## src/rtl/uart_rx_pkg.sv

```systemverilog
// Shared UART frame constants and baud-rate derivation (used by uart_rx and uart_tx).
package uart_rx_pkg;

    localparam int DATA_BITS = 8;
    localparam int STOP_BITS = 1;

    // System clocks per serial bit; integer divide, the caller guarantees >= 4.
    function automatic int clocks_per_bit(input int clock_freq, input int baud_rate);
        return clock_freq / baud_rate;
    endfunction

endpackage

```

## src/rtl/uart_rx_if.sv

```systemverilog
// Byte handshake from the UART receiver to its consumer, plus error pulses.
interface uart_rx_if;
    import uart_rx_pkg::*;

    logic [DATA_BITS-1:0] rx_data_o;
    logic                 rx_valid_o;
    logic                 rx_ready_i;
    logic                 frame_err_o;
    logic                 overrun_o;

    // Receiver side: produces bytes and error pulses, observes ready.
    modport master (
        output rx_data_o,
        output rx_valid_o,
        output frame_err_o,
        output overrun_o,
        input  rx_ready_i
    );

    // Consumer side.
    modport slave (
        input  rx_data_o,
        input  rx_valid_o,
        input  frame_err_o,
        input  overrun_o,
        output rx_ready_i
    );

endinterface

```

## src/rtl/uart_rx_sync_2ff.sv

```systemverilog
// sync_2ff: double-flop synchronizer for asynchronous inputs, resets to all ones
// so an idle-high line does not look like activity coming out of reset.
module sync_2ff #(
    parameter int WIDTH = 1
) (
    input  logic             clk_i,
    input  logic             reset_n_i,
    input  logic [WIDTH-1:0] d_i,
    output logic [WIDTH-1:0] q_o
);

    logic [WIDTH-1:0] meta_r;
    logic [WIDTH-1:0] sync_r;

    // Two-stage capture of the asynchronous input.
    always_ff @(posedge clk_i or negedge reset_n_i) begin
        if (!reset_n_i) begin
            meta_r <= {WIDTH{1'b1}};
            sync_r <= {WIDTH{1'b1}};
        end else begin
            meta_r <= d_i;
            sync_r <= meta_r;
        end
    end

    assign q_o = sync_r;

endmodule

```

## src/rtl/uart_rx.sv

```systemverilog
// uart_rx: 8N1 receiver. Oversamples the synchronized line, validates the start
// bit at mid-bit, samples data LSB first, checks the stop bit and hands each byte
// out on a valid/ready handshake with framing and overrun pulses.
module uart_rx
    import uart_rx_pkg::*;
#(
    parameter int CLOCK_FREQ = 100_000_000,
    parameter int BAUD_RATE  = 115_200
) (
    input  logic     clk_i,
    input  logic     reset_n_i,
    input  logic     rx_i,
    uart_rx_if.master rx_bus
);

    localparam int CPB     = clocks_per_bit(CLOCK_FREQ, BAUD_RATE);
    localparam int HALF    = CPB / 2;
    localparam int CW      = ($clog2(CPB) < 1) ? 1 : $clog2(CPB);
    localparam int IW      = $clog2(DATA_BITS);

    typedef enum logic [2:0] {
        ST_IDLE      = 3'd0,
        ST_START     = 3'd1,
        ST_DATA      = 3'd2,
        ST_STOP      = 3'd3,
        ST_WAIT_HIGH = 3'd4
    } state_t;

    logic                 rx_s;
    state_t               state_r;
    logic [CW-1:0]        cnt_r;
    logic [IW-1:0]        idx_r;
    logic [DATA_BITS-1:0] shift_r;
    logic [DATA_BITS-1:0] data_r;
    logic                 valid_r;
    logic                 frame_err_r;
    logic                 overrun_r;

    sync_2ff #(.WIDTH(1)) u_sync (
        .clk_i     (clk_i),
        .reset_n_i (reset_n_i),
        .d_i       (rx_i),
        .q_o       (rx_s)
    );

    // Frame FSM with bit timing, byte assembly and the output handshake.
    always_ff @(posedge clk_i or negedge reset_n_i) begin
        if (!reset_n_i) begin
            state_r     <= ST_IDLE;
            cnt_r       <= {CW{1'b0}};
            idx_r       <= {IW{1'b0}};
            shift_r     <= {DATA_BITS{1'b0}};
            data_r      <= {DATA_BITS{1'b0}};
            valid_r     <= 1'b0;
            frame_err_r <= 1'b0;
            overrun_r   <= 1'b0;
        end else begin
            frame_err_r <= 1'b0;
            overrun_r   <= 1'b0;
            // A transfer clears valid unless a commit below reloads it.
            if (valid_r && rx_bus.rx_ready_i) begin
                valid_r <= 1'b0;
            end else begin
                valid_r <= valid_r;
            end

            case (state_r)
                ST_IDLE: begin
                    cnt_r <= {CW{1'b0}};
                    if (!rx_s) begin
                        state_r <= ST_START;
                    end else begin
                        state_r <= ST_IDLE;
                    end
                end
                ST_START: begin
                    if (cnt_r == CW'(HALF - 1)) begin
                        cnt_r <= {CW{1'b0}};
                        idx_r <= {IW{1'b0}};
                        // Line back high at mid-start means a glitch, not a frame.
                        if (!rx_s) begin
                            state_r <= ST_DATA;
                        end else begin
                            state_r <= ST_IDLE;
                        end
                    end else begin
                        cnt_r <= cnt_r + CW'(1);
                    end
                end
                ST_DATA: begin
                    if (cnt_r == CW'(CPB - 1)) begin
                        cnt_r          <= {CW{1'b0}};
                        shift_r[idx_r] <= rx_s;
                        if (idx_r == IW'(DATA_BITS - 1)) begin
                            state_r <= ST_STOP;
                        end else begin
                            idx_r <= idx_r + IW'(1);
                        end
                    end else begin
                        cnt_r <= cnt_r + CW'(1);
                    end
                end
                ST_STOP: begin
                    if (cnt_r == CW'(CPB - 1)) begin
                        cnt_r <= {CW{1'b0}};
                        if (rx_s) begin
                            // Leave at mid-stop so a back-to-back start edge is not missed.
                            state_r <= ST_IDLE;
                            if (!valid_r || rx_bus.rx_ready_i) begin
                                data_r  <= shift_r;
                                valid_r <= 1'b1;
                            end else begin
                                overrun_r <= 1'b1;
                            end
                        end else begin
                            frame_err_r <= 1'b1;
                            state_r     <= ST_WAIT_HIGH;
                        end
                    end else begin
                        cnt_r <= cnt_r + CW'(1);
                    end
                end
                ST_WAIT_HIGH: begin
                    // Hold off during a break so it is not read as a run of 0x00 bytes.
                    cnt_r <= {CW{1'b0}};
                    if (rx_s) begin
                        state_r <= ST_IDLE;
                    end else begin
                        state_r <= ST_WAIT_HIGH;
                    end
                end
                default: begin
                    state_r <= ST_IDLE;
                    cnt_r   <= {CW{1'b0}};
                end
            endcase
        end
    end

    assign rx_bus.rx_data_o   = data_r;
    assign rx_bus.rx_valid_o  = valid_r;
    assign rx_bus.frame_err_o = frame_err_r;
    assign rx_bus.overrun_o   = overrun_r;

endmodule

```

## src/flat_wrapper.sv

```systemverilog
// flat-port wrapper written by rule: the top's interface ports become plain ports
module uart_rx_flat import uart_rx_pkg::*;
#(
    parameter int CLOCK_FREQ = 100_000_000,
    parameter int BAUD_RATE  = 115_200
)
  (clk_i, reset_n_i, rx_i, rx_bus_rx_data_o, rx_bus_rx_valid_o, rx_bus_frame_err_o, rx_bus_overrun_o, rx_bus_rx_ready_i);
  uart_rx_if rx_bus_i ();
  input  logic clk_i;
  input  logic reset_n_i;
  input  logic rx_i;
  output wire logic [$bits(rx_bus_i.rx_data_o)-1:0] rx_bus_rx_data_o;
  output wire logic [$bits(rx_bus_i.rx_valid_o)-1:0] rx_bus_rx_valid_o;
  output wire logic [$bits(rx_bus_i.frame_err_o)-1:0] rx_bus_frame_err_o;
  output wire logic [$bits(rx_bus_i.overrun_o)-1:0] rx_bus_overrun_o;
  input wire logic [$bits(rx_bus_i.rx_ready_i)-1:0] rx_bus_rx_ready_i;
  assign rx_bus_rx_data_o = rx_bus_i.rx_data_o;
  assign rx_bus_rx_valid_o = rx_bus_i.rx_valid_o;
  assign rx_bus_frame_err_o = rx_bus_i.frame_err_o;
  assign rx_bus_overrun_o = rx_bus_i.overrun_o;
  assign rx_bus_i.rx_ready_i = rx_bus_rx_ready_i;
  uart_rx #(.CLOCK_FREQ(CLOCK_FREQ), .BAUD_RATE(BAUD_RATE)) u_core (.clk_i(clk_i), .reset_n_i(reset_n_i), .rx_i(rx_i), .rx_bus(rx_bus_i));
endmodule
```

## config.mk

```make
export PLATFORM = sky130hd
export DESIGN_NAME = uart_rx_flat
export DESIGN_NICKNAME = d
export VERILOG_FILES = /design/src/rtl/uart_rx_pkg.sv /design/src/rtl/uart_rx_if.sv /design/src/rtl/uart_rx_sync_2ff.sv /design/src/rtl/uart_rx.sv /design/src/flat_wrapper.sv
export SDC_FILE = /design/constraint.sdc
export NUM_CORES = 1
export LEC_CHECK = 0
export ABC_AREA = 0
export BUFFER_PORTS_ARGS = -buffer_cell sky130_fd_sc_hd__buf_4
export CORE_MARGIN = 1.5
export CORE_UTILIZATION = 51
export DETAILED_ROUTE_END_ITERATION = 10
export GPL_ROUTABILITY_DRIVEN = 0
export PLACE_DENSITY = 0.76
export RECOVER_POWER = 100
export SYNTH_ARGS = -nofsm -noshare
export SYNTH_HDL_FRONTEND = slang
export SYNTH_SLANG_ARGS = --single-unit
```

## constraint.sdc

```tcl
create_clock -name clk_i -period 2.3 [get_ports clk_i]
set_input_delay 0.345 -clock clk_i [delete_from_list [all_inputs] [get_ports clk_i]]
set_output_delay 0.345 -clock clk_i [all_outputs]
set_load 0.01 [all_outputs]
```

==> reports/qor.yml <==
route:
  wl_um: 2970
  num_vias: 1134
  drc_errors: 0
  dr.pass1.iters: 4
  post_drt_wl_per_cell_um: 13.9
  dr.first_iter.drc_count: 21
  final_antenna_net_count: 0
  vias_per_cell: 5.32
synthesis:
  synth_flop_cell: "dfrtp_1"
  ys_types: 41
  synthTopCellsByArea: "dfrtp_1 (50%), mux2_4 (6.8%), mux2_2 (5.8%)"
  synth.top_cell.area_share: 0.499
  postSynthAreaPerCell_um2: 11.9
  syn_area_mm2: 0.00176
  synth_warnings: 0
  async_reset_ff_frac: 1.00
  yosysTopAreaCell: "dfrtp_1"
  ys_ff_latch: 37
  synth_nets: 155
  ys_seq_area_frac: 0.529
  syn_inst: 147
  synth_edf_count: 0
clock_tree:
  path_clk_slew_ps: 110
  cts-root-buf: "clkbuf_4"
  cts_setup_buffers: 0
  cts.sinks: 37
  clockBufferDepth: 2
  ctsResizeCount: 0
  clk_latency_ps: 350
  cts_buffers: 5
  ctsHoldBuffers: 1
  cts_max_level: 2
  cts_tree: "yes"
sta:
  fin_crit_sh: 0.919
  worst_slew_pin_slew_ps: 883
  relSlewSlack: 0.412
  clock_skew_ps: 7.93
  rsz0062_at_grt: "false"
  layout_min_cycle_time_ps: 2110
  drv_slew: 0
  fmax_mhz: 473
  hold_viol: 0
  setup_viol: 0
  hold_ws_ps: 93.0
  tns_ps: 0
setup_path:
  reg2reg_depth: 5
  reg2reg_to: "u_core.shift_r[3]"
  critPathMaxStageDelay_ps: 440
  worst_r2r_startpoint: "u_core.cnt_r[0]"
  cp.arrival_ps: 2370
  worstPathCellList: "ha_1 -> and4bb_1 -> nand3_1 -> nor4_1 -> mux2_2"
  start_kind: "flop"
  path_class: "reg2reg"
  endpoint_kind: "flop"
  worstPathRequired_ps: 2550
  startpoint: "u_core.cnt_r[0]"
  cpMaxStageDelayCell: "dfrtp_1"
  r2r_slack_ps: 190
  crit_fanout: 8
status:
  status: "finished clean"
worst_hold_path:
  hp-class: "in2reg"
  min_path_cells: 1
  hold_path_startpoint: "rx_i"
  min_delay_worst_endpoint: "u_core.u_sync.meta_r"
placed_design:
  hpwl_um: 2060
  io_buffers: 14
  dp_cells: 204
  place_area_mm2: 0.00190
global_route:
  grt_pass1_vias: 1124
  track_usage: 0.188
  grt_antenna_before_repair: 0
  grt_max_degree: 38
  grt_pass1_wl_um: 5060
  grt_overflow: 0
pwr:
  combinationalPowerShare: 0.017
  power.density_mw_per_mm2: 601
  p_switching_w: 0.000235
  p_leak_nw: 0.892
  seq_power_share: 0.570
  p_sw_frac: 0.204
  clkPwrFrac: 0.413
  ir_drop_mv: 0.364
  internal_power_w: 0.000917
cells_and_area:
  design_area_mm2: 0.00192
  layout_commonest_cell: "dfrtp_1"
  diodes: 0
  final_cells: 213
  final_cell_mix: "dfrtp_1 (35), nor2_1 (14), clkbuf_1 (11)"
  drive_above_1_share: 0.186
  nets: 174
  syn_to_final_growth_pct: 9.19
die:
  core_mm2: 0.00331
  die_area_mm2: 0.00380
  core.rowCount: 21
  ios: 15
  die_height_um: 61.7
  initial_core_util: 0.530
  die_w_um: 61.7
job:
  max_cap_violations: 0
[worst max-delay path: cells and delay by family (launching register included)]
family / cells / cell delay [ps]
adder cells (fa/ha/maj): 1 / 250
flip-flops: 1 / 440
AND/OR/NAND/NOR: 3 / 960
multiplexers: 1 / 370
[worst max path at each step]
stage / endpoint / slack (ps)
floorplan: u_core.rx_bus.rx_data_o[0] / 450
global placement: u_core.rx_bus.rx_data_o[0] / 260
detailed placement: u_core.rx_bus.rx_data_o[1] / 200
CTS: u_core.rx_bus.rx_data_o[0] / 130
global route: u_core.shift_r[1] / 30
finish: u_core.shift_r[3] / 190
[final cells by class]
type	count	area (um^2)
inverters	3	11.3
clock buffers	6	51.3
flip-flops and latches	37	928
clock inverters	2	37.5
repair buffers	17	86.3
well taps	46	57.6
multi-input cells	102	744
fillers	311	1390
[power by group through the flow]
| stage | sequential (W) | clock, W | combinational (W) |
|---|---|---|---|
| 5_1_grt | 0.000658 | 0.000526 | 0.0000234 |
| 3_5_place_dp | 0.000669 | 0 | 0.0000196 |
| 2_1_floorplan | 0.000667 | 0 | 0.00000471 |
| 4_1_cts | 0.000657 | 0.000492 | 0.0000210 |
| 6_report | 0.000657 | 0.000476 | 0.0000193 |
| 3_3_place_gp | 0.000669 | 0 | 0.0000189 |
[flip-flops by register name, indices dropped and copies added, names as in the netlist]
signal                     count
u_core.cnt_r                  10
u_core.rx_bus.rx_data_o        8
u_core.shift_r                 8
u_core.idx_r                   3
u_core.state_r                 3
u_core.rx_bus.frame_err_o      1
u_core.rx_bus.overrun_o        1
u_core.rx_bus.rx_valid_o       1
u_core.u_sync.meta_r           1
u_core.u_sync.q_o              1
[kinds of logic after synthesis]
kind of cell               Yosys count  synth area share
and+or+nand+nor                     62             0.204
DFF                                 37             0.529
muxes                               20             0.143
AOI/OAI and AO/OA                    8            0.0285
xor gates and xnor gates             8            0.0399
buffers and inverters                8            0.0271
adders and majority gates            4            0.0285
[cells in the mapped netlist, types with 2 or more instances]
| library cell | count |
|---|---|
| buf_6 | 2 |
| xnor2_1 | 3 |
| dfstp_2 | 2 |
| nand4_1 | 4 |
| buf_2 | 2 |
| nand3_1 | 6 |
| nand2_1 | 10 |
| xor2_1 | 5 |
| nor3_1 | 6 |
| and3_2 | 2 |
| and2_2 | 2 |
| nor2_1 | 14 |
| mux2_4 | 8 |
| inv_1 | 3 |
| nor2b_1 | 2 |
| mux2i_1 | 3 |
| mux2_2 | 9 |
| dfrtp_1 | 35 |
| a21oi_1 | 3 |
| nor4_1 | 2 |
| ha_1 | 4 |
[stage by stage]
stage	utilization	power, W	worst slack, ps
2_1_floorplan	-	0.000672	451
3_3_place_gp	0.573	0.000688	264
3_5_place_dp	0.573	0.000689	196
4_1_cts	0.603	0.00117	133
5_1_grt	0.579	0.00121	34.2
6_report	0.579	0.00115	186
[layer usage]
layer  up-vias  global-route usage  wire, um
met5         -                   0         0
met3         6              0.0672       140
met2        22               0.283      1430
li1        555                   -         -
met4         0              0.0942        65
met1       551               0.240      1340
Power figures use the tool's default switching activity.
